`src/rtl/note_screen_pkg.sv`:
```
// Shared types and constants for the note highway drawer.
// Latency: n/a (types, constants and pure functions only).
// Backpressure: n/a.
package note_screen_pkg;

  localparam int X_W = 8;
  localparam int Y_W = 7;

  localparam logic [2:0] COLOUR_BG  = 3'b000;
  localparam logic [2:0] COLOUR_HIT = 3'b111;

  localparam logic [1:0] S_IDLE  = 2'd0;
  localparam logic [1:0] S_DRAW  = 2'd1;
  localparam logic [1:0] S_CLEAR = 2'd2;
  localparam logic [1:0] S_DONE  = 2'd3;

  typedef enum logic [1:0] {
    ST_IDLE  = S_IDLE,
    ST_DRAW  = S_DRAW,
    ST_CLEAR = S_CLEAR,
    ST_DONE  = S_DONE
  } state_t;

  // Counter width for a 0..n-1 index; never narrower than one bit.
  function automatic int idx_w(input int n);
    return (n > 1) ? $clog2(n) : 1;
  endfunction

  // Note colour per lane; the four-entry table repeats for wider highways.
  function automatic logic [2:0] lane_colour(input int lane);
    logic [2:0] c;
    case (lane % 4)
      0:       c = 3'b100;
      1:       c = 3'b010;
      2:       c = 3'b001;
      default: c = 3'b110;
    endcase
    return c;
  endfunction

endpackage

```
`src/rtl/cell_pixel_walker.sv`:
```
// Nested px/py/lane/row scan counters for one full pass over the grid.
// Latency: indices move one step the cycle after advance_i; clear_i zeroes them next cycle.
// Backpressure: none; the counters only move when advance_i is high.
module cell_pixel_walker
  import note_screen_pkg::*;
#(
  parameter int LANES  = 4,
  parameter int ROWS   = 8,
  parameter int CELL_W = 8,
  parameter int CELL_H = 8,
  parameter int PX_W   = idx_w(CELL_W),
  parameter int PY_W   = idx_w(CELL_H),
  parameter int LN_W   = idx_w(LANES),
  parameter int RW_W   = idx_w(ROWS)
) (
  input  logic            clock_i,
  input  logic            reset_i,
  input  logic            clear_i,
  input  logic            advance_i,
  output logic [PX_W-1:0] px_o,
  output logic [PY_W-1:0] py_o,
  output logic [LN_W-1:0] lane_o,
  output logic [RW_W-1:0] row_o,
  output logic            last_o
);

  localparam logic [PX_W-1:0] PX_MAX = PX_W'(CELL_W - 1);
  localparam logic [PY_W-1:0] PY_MAX = PY_W'(CELL_H - 1);
  localparam logic [LN_W-1:0] LN_MAX = LN_W'(LANES - 1);
  localparam logic [RW_W-1:0] RW_MAX = RW_W'(ROWS - 1);

  logic [PX_W-1:0] px_q, px_d;
  logic [PY_W-1:0] py_q, py_d;
  logic [LN_W-1:0] lane_q, lane_d;
  logic [RW_W-1:0] row_q, row_d;

  // Odometer step: px innermost, row outermost, wrapping to zero after the last pixel.
  always_comb begin
    px_d   = px_q;
    py_d   = py_q;
    lane_d = lane_q;
    row_d  = row_q;
    if (advance_i) begin
      if (px_q != PX_MAX) begin
        px_d = px_q + 1'b1;
      end else begin
        px_d = '0;
        if (py_q != PY_MAX) begin
          py_d = py_q + 1'b1;
        end else begin
          py_d = '0;
          if (lane_q != LN_MAX) begin
            lane_d = lane_q + 1'b1;
          end else begin
            lane_d = '0;
            row_d  = (row_q != RW_MAX) ? row_q + 1'b1 : '0;
          end
        end
      end
    end
  end

  // Counter registers; clear wins over advance.
  always_ff @(posedge clock_i) begin
    if (reset_i || clear_i) begin
      px_q   <= '0;
      py_q   <= '0;
      lane_q <= '0;
      row_q  <= '0;
    end else begin
      px_q   <= px_d;
      py_q   <= py_d;
      lane_q <= lane_d;
      row_q  <= row_d;
    end
  end

  assign px_o   = px_q;
  assign py_o   = py_q;
  assign lane_o = lane_q;
  assign row_o  = row_q;
  assign last_o = (px_q == PX_MAX) && (py_q == PY_MAX) && (lane_q == LN_MAX) && (row_q == RW_MAX);

endmodule

```
`src/rtl/note_screen_drawer.sv`:
```
// Repaints the note highway one pixel per cycle after each beat, or blanks it when the song ends.
// Latency: first pixel the cycle after the trigger, last pixel LANES*ROWS*CELL_W*CELL_H cycles after it.
// Backpressure: none on the pixel stream; readyForSong stays low until the repaint and DONE cycle finish.
module note_screen_drawer
  import note_screen_pkg::*;
#(
  parameter int             LANES  = 4,
  parameter int             ROWS   = 8,
  parameter int             CELL_W = 8,
  parameter int             CELL_H = 8,
  parameter logic [X_W-1:0] X0     = 8'd16,
  parameter logic [Y_W-1:0] Y0     = 7'd8
) (
  input  logic                  clock,
  input  logic                  reset,
  input  logic                  beatIncremented,
  input  logic                  songDone,
  input  logic [LANES*ROWS-1:0] noteGrid,
  output logic                  readyForSong,
  output logic [X_W-1:0]        x,
  output logic [Y_W-1:0]        y,
  output logic [2:0]            colour,
  output logic                  plot,
  output logic                  overrun
);

  localparam int PX_W = idx_w(CELL_W);
  localparam int PY_W = idx_w(CELL_H);
  localparam int LN_W = idx_w(LANES);
  localparam int RW_W = idx_w(ROWS);
  localparam int NB   = LANES * ROWS;

  state_t          state_q, state_d;
  logic [NB-1:0]   grid_q, grid_d;
  logic            song_q;
  logic            overrun_q, overrun_d;
  logic            end_q, end_d;
  logic [X_W-1:0]  x_q, x_d;
  logic [Y_W-1:0]  y_q, y_d;
  logic [2:0]      colour_q, colour_d;
  logic            plot_q, plot_d;

  logic            walk_clr, walk_adv, emit;
  logic [PX_W-1:0] w_px;
  logic [PY_W-1:0] w_py;
  logic [LN_W-1:0] w_lane;
  logic [RW_W-1:0] w_row;
  logic            w_last;

  logic            song_rise;
  logic [NB-1:0]   src_grid, bit_mask;
  logic            paint, note_on;
  logic [X_W-1:0]  pix_x;
  logic [Y_W-1:0]  pix_y;
  logic [2:0]      pix_colour;

  cell_pixel_walker #(
    .LANES (LANES),
    .ROWS  (ROWS),
    .CELL_W(CELL_W),
    .CELL_H(CELL_H),
    .PX_W  (PX_W),
    .PY_W  (PY_W),
    .LN_W  (LN_W),
    .RW_W  (RW_W)
  ) u_walker (
    .clock_i  (clock),
    .reset_i  (reset),
    .clear_i  (walk_clr),
    .advance_i(walk_adv),
    .px_o     (w_px),
    .py_o     (w_py),
    .lane_o   (w_lane),
    .row_o    (w_row),
    .last_o   (w_last)
  );

  assign song_rise = songDone & ~song_q;

  // Pixel for the walker's current index. In IDLE the trigger cycle is being decoded, so the
  // live noteGrid (the value about to be latched) feeds the very first pixel.
  always_comb begin
    src_grid   = (state_q == ST_IDLE) ? noteGrid : grid_q;
    paint      = (state_q == ST_IDLE) ? beatIncremented : (state_q == ST_DRAW);
    bit_mask   = NB'(1) << (int'(w_row) * LANES + int'(w_lane));
    note_on    = |(src_grid & bit_mask);
    pix_x      = X0 + X_W'(int'(w_lane) * CELL_W) + X_W'(w_px);
    pix_y      = Y0 + Y_W'(int'(w_row) * CELL_H) + Y_W'(w_py);
    pix_colour = COLOUR_BG;
    if (paint) begin
      if (note_on) begin
        pix_colour = lane_colour(int'(w_lane));
      end else if (w_row == RW_W'(ROWS - 1)) begin
        pix_colour = COLOUR_HIT;
      end
    end
  end

  // Next state and output registers. end_q marks that the last pixel is on the bus now, so the
  // following edge drops plot and enters DONE.
  always_comb begin
    state_d   = state_q;
    grid_d    = grid_q;
    overrun_d = overrun_q | (beatIncremented && (state_q != ST_IDLE));
    end_d     = end_q;
    x_d       = x_q;
    y_d       = y_q;
    colour_d  = colour_q;
    plot_d    = 1'b0;
    walk_clr  = 1'b0;
    walk_adv  = 1'b0;
    emit      = 1'b0;
    case (state_q)
      ST_IDLE: begin
        walk_clr = 1'b1;
        end_d    = 1'b0;
        if (beatIncremented) begin
          grid_d  = noteGrid;
          state_d = ST_DRAW;
          emit    = 1'b1;
        end else if (song_rise) begin
          state_d = ST_CLEAR;
          emit    = 1'b1;
        end
      end
      ST_DRAW, ST_CLEAR: begin
        if (end_q) begin
          state_d  = ST_DONE;
          walk_clr = 1'b1;
          end_d    = 1'b0;
        end else begin
          emit = 1'b1;
        end
      end
      ST_DONE: begin
        walk_clr = 1'b1;
        state_d  = ST_IDLE;
      end
      default: state_d = ST_IDLE;
    endcase
    if (emit) begin
      walk_clr = 1'b0;
      walk_adv = 1'b1;
      plot_d   = 1'b1;
      x_d      = pix_x;
      y_d      = pix_y;
      colour_d = pix_colour;
      end_d    = w_last;
    end
  end

  // State, latch and registered pixel outputs; songDone history starts high to avoid a false edge.
  always_ff @(posedge clock) begin
    if (reset) begin
      state_q   <= ST_IDLE;
      grid_q    <= '0;
      song_q    <= 1'b1;
      overrun_q <= 1'b0;
      end_q     <= 1'b0;
      x_q       <= '0;
      y_q       <= '0;
      colour_q  <= '0;
      plot_q    <= 1'b0;
    end else begin
      state_q   <= state_d;
      grid_q    <= grid_d;
      song_q    <= songDone;
      overrun_q <= overrun_d;
      end_q     <= end_d;
      x_q       <= x_d;
      y_q       <= y_d;
      colour_q  <= colour_d;
      plot_q    <= plot_d;
    end
  end

  assign readyForSong = (state_q == ST_IDLE);
  assign x            = x_q;
  assign y            = y_q;
  assign colour       = colour_q;
  assign plot         = plot_q;
  assign overrun      = overrun_q;

endmodule

```
`config.mk`:
```
export PLATFORM = sky130hd
export DESIGN_NAME = note_screen_drawer
export DESIGN_NICKNAME = d
export VERILOG_FILES = /design/src/rtl/note_screen_pkg.sv /design/src/rtl/cell_pixel_walker.sv /design/src/rtl/note_screen_drawer.sv
export SDC_FILE = /design/constraint.sdc
export NUM_CORES = 1
export LEC_CHECK = 0
export ABC_AREA = 1
export CORE_ASPECT_RATIO = 1.1
export CORE_UTILIZATION = 57
export DETAILED_ROUTE_END_ITERATION = 8
export DONT_BUFFER_PORTS = 1
export MAX_ROUTING_LAYER = met4
export PLACE_DENSITY = 0.74
export SYNTH_ARGS = -nofsm -noshare
export SYNTH_HDL_FRONTEND = slang
export SYNTH_SLANG_ARGS = --single-unit
export TNS_END_PERCENT = 10
```
`constraint.sdc`:
```
create_clock -name clock -period 1.9 [get_ports clock]
set_clock_uncertainty 0.1 [all_clocks]
set_input_delay 0.285 -clock clock [delete_from_list [all_inputs] [get_ports clock]]
set_output_delay 0.285 -clock clock [all_outputs]
set_load 0.02 [all_outputs]
```
==> reports/qor.txt, run 1 <==
GRT Total Usage: 29.0%
TritonCTS sink count: 65
Tot Pwr: 5.90 mW
Die X: 75.6 µm
Yosys cell types: 31
CP top delay family: simple AND/OR/NAND/NOR gates
Routed Wire Length: 8.76 mm
hold_ws: -0.101 ns
failing checks: negative hold slack, negative setup slack
Ports: 57
Worst-path clk slew: 0.07 ns
worst skew pair latency: 0.35 ns
vias in the first global route: 3118
RSZ-0062 raised after global routing: true
critical-path maximum fanout: 9
Pwr per Cell Area: 1510 nW/µm²
final setup violation count: 3
DR WL/cell: 14.0 µm
remaining antenna violation count: 0
post-synthesis register bit count: 65
Nets: 593
Worst slew margin: 65.4%
Buf/Inv on CP: 3
CP Data Arrival Time: 2.11 ns
Peak VDD IR: 0.00132 V
crit end category: flip-flop
number of core rows: 29
Antenna Cells: 0
gpl congestion: 0.906
Num CTS Buffers: 9
Post-synth EDFFs: 0
router iterations before antenna repair: 5
vias per cell: 5.39
CTS tree: yes
H-tree depth: 3
Area growth syn-to-layout: 15.2%
initial antenna violation count: 0
ys flop type: dfxtp_1
die area: 6260 µm²
sequential share of the synthesized area: 38.4%
status: finished with violations
CTS root buf: clkbuf_8
DRC: 0
Placed Cells: 601
fin cells: 625
Async S/R FF share, synth: 0%
worst path cell trace: inv_2 -> ha_4 -> inv_8 -> clkbuf_16 -> nand2_1 -> nand2_1 -> nand3_1 -> nand2_1 -> nor2_1 -> nand2_1 -> nor2_2 -> nand2_2 -> nand2_1 -> nand3_1 -> a21oi_1
Critical Path Slowest Stage Cell: dfxtp_2
count of pins over their slew limit: 0
Max stage delay on crit path: 0.33 ns
DP Area: 3560 µm²
mean post-synth cell area: 6.50 µm²
global-route wire length before repair: 13.4 mm
Overflow after GRT: 0
crit start category: flip-flop
YS warnings: 0
Max Cap Viol: 0
post-layout util: 67.8%
setup TNS: -0.0560 ns
core area: 5770 µm²
design area: 3910 µm²
DR iter-0 viols: 215
LEAKAGE: 1.84 nW
Vias: 3368
Required @ worst endpoint: 2.08 ns
largest net degree at the start of global routing: 33
DP HPWL: 6.07 mm
Die Span Y: 82.9 µm
Final min period: 1.93 ns
Fin. Hold Viols: 16
Crit Path Class: reg2reg
Port Buffer Count: 0
Initial Util: 58.8%
mapped cell area: 3390 µm²
post-synthesis cell count: 522
Placement Setup Slack: -0.0936 ns
Final period util: 101%
Final WS setup: -0.0284 ns
share of cells above drive strength 1: 15.3%
Slew @ Worst Pin: 0.519 ns
FMAX: 519 MHz
Hold Path Class: in2reg
clock buffer depth: 2
cell repeated most along the worst path: nand2_1
[worst paths after layout]
check	slack, ns	start	end	depth (start not counted)
max	-0.03	state_q[1]$_SDFFE_PP0P_	colour[2]$_SDFFE_PP0P_	15
min	-0.10	reset	grid_q[28]$_SDFFE_PP0P_	1
max reg2reg	-0.03	state_q[1]$_SDFFE_PP0P_	colour[2]$_SDFFE_PP0P_	15
min reg2reg	0.35	grid_q[21]$_SDFFE_PP0P_	grid_q[21]$_SDFFE_PP0P_	2
[flip-flops by register name, indices dropped and copies added (netlist names)]
register,flops
grid_q,32
u_walker.px_o,3
u_walker.lane_o,2
plot,1
state_q,2
overrun,1
colour,3
y,7
x,6
u_walker.row_o,3
end_q,1
song_q,1
u_walker.py_o,3
[power by group]
| group | internal (mW) | leakage, nW | switching [mW] | total (mW) |
|---|---|---|---|---|
| Combinational | 1.15 | 1.22 | 1.68 | 2.84 |
| Clock | 0.469 | 0.0814 | 0.565 | 1.03 |
| Sequential | 1.69 | 0.536 | 0.335 | 2.02 |
[final cells by class]
type	instances	area, µm²
sequential	65	1310
clock inverter	7	46.3
inverter	29	116
clock buffer	9	124
multi-input combinational	402	1900
timing repair buffer	36	320
tap	77	96.3
fill	512	1860
[cells by family (layout without fill, tap and decap cells)]
group / after synthesis / after routing / share of synthesized area (%)
flip-flops: 65 / 65 / 38.4
buffers and inverters: 56 / 81 / 7.86
AO/OA/AOI/OAI: 79 / 79 / 12.6
adder cells (fa/ha/maj): 14 / 14 / 5.16
AND/OR/NAND/NOR: 307 / 307 / 35.9
other: 1 / 2 / 0.111
[cell usage after synthesis (all sizes together) (2+ instances only)]
cell | n | area share, %
nand4 | 2 | 0.37
buf | 18 | 3.6
nand2 | 167 | 19
or2 | 2 | 0.37
a21oi | 32 | 4.8
dfxtp | 65 | 38
ha | 14 | 5.2
nor2 | 110 | 12
nand3 | 24 | 3.5
inv | 29 | 3.3
clkbuf | 9 | 1.0
o21ai | 41 | 6.0
nor3 | 2 | 0.44
o211ai | 2 | 0.59
[cells in the final DEF, fill, tap and decap left out, types with 2 or more instances in the layout]
cell type / count
a21oi_1: 30
a21oi_2: 2
buf_4: 27
buf_6: 2
clkbuf_8: 9
clkinv_2: 3
clkinvlp_4: 3
conb_1: 2
dfxtp_1: 61
dfxtp_2: 3
dlygate4sd3_1: 5
ha_1: 12
inv_1: 23
inv_2: 5
nand2_1: 155
nand2_2: 10
nand2_4: 2
nand3_1: 22
nand3_2: 2
nand4_1: 2
nor2_1: 105
nor2_2: 4
o21ai_0: 40
[repair_timing]
action | CTS | global route
gates cloned | 0 | 1
setup buffers | 0 | 2
resized for setup | 5 | 27
hold buffers | 4 | 1
pin swaps | 1 | 4
endpoints found under the hold margin | 21 | 17
endpoints found under the setup margin | 19 | 35
[layer usage]
layer  routed length, µm  track usage, %  vias up
li1                    -               -     1689
met1                3630            32.2     1554
met2                4440            48.1      103
met3                 457            6.80       22
met4                 233            13.3        0
met5                   0               -        -
(Power assumes the default switching activity.)
==> run 2, diff against run 1 <==
--- a/config.mk
+++ b/config.mk
@@ -7,11 +7,12 @@
 export LEC_CHECK = 0
 export ABC_AREA = 1
 export CORE_ASPECT_RATIO = 1.1
-export CORE_UTILIZATION = 57
+export CORE_UTILIZATION = 59
+export CTS_BUF_LIST = sky130_fd_sc_hd__clkbuf_4 sky130_fd_sc_hd__clkbuf_8
 export DETAILED_ROUTE_END_ITERATION = 8
 export DONT_BUFFER_PORTS = 1
 export MAX_ROUTING_LAYER = met4
-export PLACE_DENSITY = 0.74
+export PLACE_DENSITY = 0.77
 export SYNTH_ARGS = -nofsm -noshare
 export SYNTH_HDL_FRONTEND = slang
 export SYNTH_SLANG_ARGS = --single-unit
==> reports/qor.txt, run 2 (synthesis results as in run 1) <==
Hold Path Class: in2reg
remaining antenna violation count: 0 (unchanged)
crit end category: flip-flop
Final WS setup: -0.0946 ns (-0.0662 ns)
worst skew pair latency: 0.35 ns (about the same)
largest net degree at the start of global routing: 32 (-3.0%)
Pwr per Cell Area: 1550 nW/µm² (+2.5%)
Die X: 74.3 µm (-1.7%)
initial antenna violation count: 0 (unchanged)
Required @ worst endpoint: 2.09 ns (about the same)
failing checks: negative hold slack, negative setup slack
clock buffer depth: 2 (unchanged)
status: finished with violations
most frequent cells in the layout: nand2_1, nor2_1, dfxtp_1
Fin. Hold Viols: 16 (unchanged)
H-tree depth: 3 (unchanged)
count of pins over their slew limit: 0 (unchanged)
Tot Pwr: 6.35 mW (+7.7%)
Worst-path clk slew: 0.07 ns (about the same)
gpl congestion: 0.936 (+3.3%)
setup TNS: -0.250 ns (-0.194 ns)
Final min period: 1.99 ns (+0.0662 ns)
Die Span Y: 81.5 µm (-1.7%)
Hold-fix buffers, CTS: 15 (+11)
Initial Util: 62.1% (+3.3 points)
critical-path maximum fanout: 6 (-3)
vias in the first global route: 3247 (+4.1%)
share of cells above drive strength 1: 15.8% (+0.50 points)
DP Area: 3550 µm² (-0.21%)
DRC: 0 (unchanged)
CTS root buf: clkbuf_8
number of core rows: 28 (-3.4%)
Overflow after GRT: 0 (unchanged)
CTS tree: yes
Biggest register: grid_q
Ports: 57 (unchanged)
final setup violation count: 4 (+1)
commonest non-fill, non-tap cell in the layout: nand2_1
Antenna Cells: 0 (unchanged)
post-layout util: 75.2% (+7.4 points)
router iterations before antenna repair: 4 (-1)
Max Cap Viol: 0 (unchanged)
DR WL/cell: 14.2 µm (+1.2%)
hold_ws: -0.110 ns (-0.00893 ns)
Area growth syn-to-layout: 21.1%
crit start category: flip-flop
Vias: 3441 (+2.2%)
design area: 4110 µm² (+5.1%)
DR iter-0 viols: 256 (+19%)
max reg flops: 32 (unchanged)
CP Data Arrival Time: 2.18 ns (+0.07 ns)
Port Buffer Count: 0 (unchanged)
die area: 6060 µm² (-3.3%)
Final period util: 105% (+3.5 points)
core area: 5470 µm² (-5.3%)
GRT Total Usage: 31.1% (+2.1 points)
DP HPWL: 6.02 mm (-0.75%)
Crit Path Class: reg2reg
global-route wire length before repair: 13.8 mm (+2.5%)
vias per cell: 5.45 (+1.2%)
RSZ-0062 raised after global routing: true
Nets: 601 (+1.3%)
fill count: 433 (-15%)
TritonCTS sink count: 65 (unchanged)
Peak VDD IR: 0.00138 V (+4.7%)
Routed Wire Length: 8.95 mm (+2.1%)
Num CTS Buffers: 9 (unchanged)
LEAKAGE: 1.92 nW (+4.3%)
FMAX: 501 MHz (-3.3%)
run 2: final timing paths:
path                                           endpoint  depth (start not counted)  slack [ns]                     from
worst max register to register   colour[1]$_SDFFE_PP0P_                         13       -0.09  state_q[1]$_SDFFE_PP0P_
worst min register to register  grid_q[29]$_SDFFE_PP0P_                          2        0.36  grid_q[29]$_SDFFE_PP0P_
worst max-delay path             colour[1]$_SDFFE_PP0P_                         13       -0.09  state_q[1]$_SDFFE_PP0P_
worst min-delay path             colour[0]$_SDFFE_PP0P_                          1       -0.11                    reset
run 2: final cells by class:
class / count / area [µm²] / area share [%]
well taps: 75 / 93.8 / 2.28
repair buffers: 44 / 442 / 10.8
inverters: 29 / 116 / 2.83
multi-input cells: 402 / 1920 / 46.8
clock inverters: 5 / 77.6 / 1.89
flip-flops and latches: 65 / 1310 / 31.8
clock buffers: 11 / 151 / 3.69
run 2: layer usage:
metal / GRT usage (%) / part of all wire (%)
met5: - / 0
met2: 52.0 / 50
met3: 9.57 / 6.5
met1: 33.5 / 40
met4: 14.9 / 3.5
run 2: where the power goes:
part	leakage [nW]	internal, mW	total (mW)	switching, mW
combinational	1.26	1.25	2.96	1.71
sequential	0.536	1.69	2.03	0.338
clock	0.115	0.806	1.36	0.554
run 2: critical path, cell delays in order (launching register included):
cell and delay, ns:
dfxtp_2 0.34, inv_2 0.05, ha_4 0.19, buf_6 0.13
or2_2 0.29, nand3_2 0.08, nand2_1 0.06, nor2_1 0.11
nand2_1 0.07, nor2_2 0.13, nand2_2 0.09, nand2_1 0.09
nand3_1 0.07, a21oi_1 0.13
run 2: repair_timing:
item | in CTS | in global routing
gates resized for setup | 8 | 34
buffers inserted | 0 | 4
endpoints found under the setup margin | 15 | 24
hold endpoints to repair | 32 | 16
pin swaps | 0 | 17
cloned | 0 | 1
run 2: metrics by stage:
step	cells	worst slack, ns	hold slack (ns)
after floorplan	523	0.00788	0.275
after global placement	595	0.00693	0.256
after detailed placement	595	-0.0696	0.258
after CTS	626	0.00457	-0.120
after global routing	631	-0.213	-0.132
final	631	-0.0946	-0.110
==> run 3, diff against run 2 <==
--- a/config.mk
+++ b/config.mk
@@ -12,7 +12,7 @@
 export DETAILED_ROUTE_END_ITERATION = 8
 export DONT_BUFFER_PORTS = 1
 export MAX_ROUTING_LAYER = met4
-export PLACE_DENSITY = 0.77
+export PLACE_DENSITY_LB_ADDON = 0.2
 export SYNTH_ARGS = -nofsm -noshare
 export SYNTH_HDL_FRONTEND = slang
 export SYNTH_SLANG_ARGS = --single-unit
==> reports/qor.txt, run 3 (synthesis results as in run 1) <==
status: finished with violations
failing checks: negative hold slack, negative setup slack
Placed Cells: 599 (+0.67%)
Vias: 3442 (+0.029%)
hold endpoint: grid_q[25]$_SDFFE_PP0P_
Final WS setup: -0.195 ns (-0.101 ns)
Hold-fix buffers, CTS: 3 (-12)
global-route wire length before repair: 13.8 mm (+0.30%)
Hold Path Class: in2reg
Cell Int Power: 3.73 mW (-0.50%)
Register-to-Register Path Depth: 15 (+2)
setup TNS: -0.634 ns (-0.384 ns)
Initial Util: 62.1% (unchanged)
Nets: 597 (-0.67%)
fin cells: 627 (-0.63%)
fill count: 417 (-3.7%)
Worst-path clk slew: 0.07 ns (about the same)
most frequent cells in the layout: nand2_1, nor2_1, dfxtp_1
worst hold stages: 1 (unchanged)
R2R Setup Slk: -0.20 ns (-0.10 ns)
share of cells above drive strength 1: 20.5% (+4.6 points)
Tot Pwr: 6.53 mW (+2.8%)
CP Data Arrival Time: 2.28 ns (+0.10 ns)
core area: 5470 µm² (unchanged)
Routed Wire Length: 9.41 mm (+5.2%)
DR WL/cell: 15.0 µm (+5.9%)
Overflow after GRT: 0 (unchanged)
critical-path maximum fanout: 8 (+2)
P_sw: 2.80 mW (+7.7%)
Clk pwr share: 17.1% (-4.3 points)
Die Span Y: 81.5 µm (unchanged)
largest net degree at the start of global routing: 32 (unchanged)
Flop pwr share: 31.2% (-0.7 points)
reg2reg start: state_q[0]$_SDFFE_PP0P_
max reg flops: 32 (unchanged)
Die X: 74.3 µm (unchanged)
Final period util: 110% (+5.3 points)
crit end category: flip-flop
Required @ worst endpoint: 2.09 ns (about the same)
commonest non-fill, non-tap cell in the layout: nand2_1
count of pins over their slew limit: 0 (unchanged)
gpl congestion: 0.868 (-7.3%)
LEAKAGE: 1.95 nW (+1.5%)
number of core rows: 28 (unchanged)
remaining antenna violation count: 0 (unchanged)
Placement Setup Slack: -0.101 ns (-0.0317 ns)
combinational fraction of design power: 51.7% (+5.0 points)
die area: 6060 µm² (unchanged)
Port Buffer Count: 0 (unchanged)
hold_ws: -0.112 ns (-0.00154 ns)
Antenna Cells: 0 (unchanged)
Fin. Hold Viols: 18 (+2)
crit start category: flip-flop
worst skew pair latency: 0.35 ns (about the same)
initial antenna violation count: 0 (unchanged)
Peak VDD IR: 0.00116 V (-16%)
vias per cell: 5.49 (+0.67%)
CTS tree: yes
CTS root buf: clkbuf_8
router iterations before antenna repair: 5 (+1)
Ports: 57 (unchanged)
Crit Path Class: reg2reg
GRT Total Usage: 31.0% (-0.074 points)
clock buffer depth: 2 (unchanged)
Max Cap Viol: 0 (unchanged)
Final min period: 2.10 ns (+0.101 ns)
vias in the first global route: 3105 (-4.4%)
FMAX: 477 MHz (-4.8%)
DP HPWL: 6.04 mm (+0.35%)
final setup violation count: 11 (+7)
reg2reg end: colour[2]$_SDFFE_PP0P_
TritonCTS sink count: 65 (unchanged)
Pwr per Cell Area: 1580 nW/µm² (+1.9%)
RSZ-0062 raised after global routing: true
HP Start: reset
DR iter-0 viols: 250 (-2.3%)
DP Area: 3580 µm² (+0.84%)
post-layout util: 75.8% (+0.69 points)
Area growth syn-to-layout: 22.2%
Num CTS Buffers: 9 (unchanged)
DRC: 0 (unchanged)
switching part of the total: 42.9% (+1.9 points)
design area: 4150 µm² (+0.91%)
H-tree depth: 3 (unchanged)
Biggest register: grid_q
## run 3: cell types whose count changed in the layout (fill, tap and decap cells not counted), moves of 4 or more
| cell | change |
|---|---|
| buf_4 | +4 |
| dlygate4sd3_1 | -12 |
| nand2_1 | -11 |
| nand2_2 | +7 |
| nand2_4 | +4 |
| nor2_2 | -4 |
| nor2_4 | +4 |
## run 3: layer usage
metal  vias up  global-route usage, %  part of all wire (%)
li1       1706                      -                     -
met1      1587                   34.3                    41
met2       118                   52.2                    50
met3        31                   6.99                   5.2
met4         0                   15.8                   3.8
met5         -                      -                     0
## run 3: worst max path at each step
stage | cells after the start | endpoint | start | slack [ns]
4_1_cts | 15 | colour[2]$_SDFFE_PP0P_ | state_q[1]$_SDFFE_PP0P_ | -0.02
2_1_floorplan | 11 | u_walker.lane_o[0]$_SDFFE_PP0P_ | state_q[0]$_SDFFE_PP0P_ | 0.008
5_1_grt | 15 | colour[2]$_SDFFE_PP0P_ | state_q[1]$_SDFFE_PP0P_ | -0.28
3_3_place_gp | 10 | u_walker.lane_o[1]$_SDFFE_PP0P_ | state_q[1]$_SDFFE_PP0P_ | -0.0003
3_5_place_dp | 15 | colour[2]$_SDFFE_PP0P_ | state_q[0]$_SDFFE_PP0P_ | -0.10
6_report | 15 | colour[2]$_SDFFE_PP0P_ | state_q[0]$_SDFFE_PP0P_ | -0.20
## run 3: worst max-delay path, cell delays in order, from the launching register on
cell and delay (ns):
dfxtp_1 0.33, inv_2 0.07, ha_4 0.22, clkinv_8 0.10, clkbuf_16 0.16, nand2_2 0.05, nand2_2 0.05, nand3_1 0.08
nand2_1 0.06, nor2_1 0.12, nand2_1 0.10, nor2_4 0.16, nand2_2 0.10, nand2_1 0.09, nand3_1 0.08, a21oi_1 0.16
## run 3: area by class of cell
cell class / instances / area [µm²] / share of cell area (%)
clock buffer: 14 / 174 / 4.20
clock inverter: 2 / 12.5 / 0.302
inverter: 29 / 121 / 2.93
multi-input combinational: 402 / 2030 / 49.0
sequential: 65 / 1310 / 31.5
tap: 75 / 93.8 / 2.26
timing repair buffer: 40 / 409 / 9.87
## run 3: power by group through the flow
stage | combinational (mW) | clock, mW | sequential (mW)
global placement | 2.45 | 0 | 2.03
CTS | 2.68 | 1.12 | 2.02
floorplan | 1.78 | 0 | 2.00
global route | 3.67 | 1.18 | 2.07
finish | 3.38 | 1.11 | 2.04
detailed placement | 2.54 | 0 | 2.04
## run 3: what timing repair did
action | 4_1_cts | 5_1_grt
endpoints found under the hold margin | 20 | 17
setup buffers | 0 | 6
gates cloned | 0 | 3
gates resized for setup | 10 | 63
pin swaps | 2 | 25
setup endpoints to repair | 23 | 29
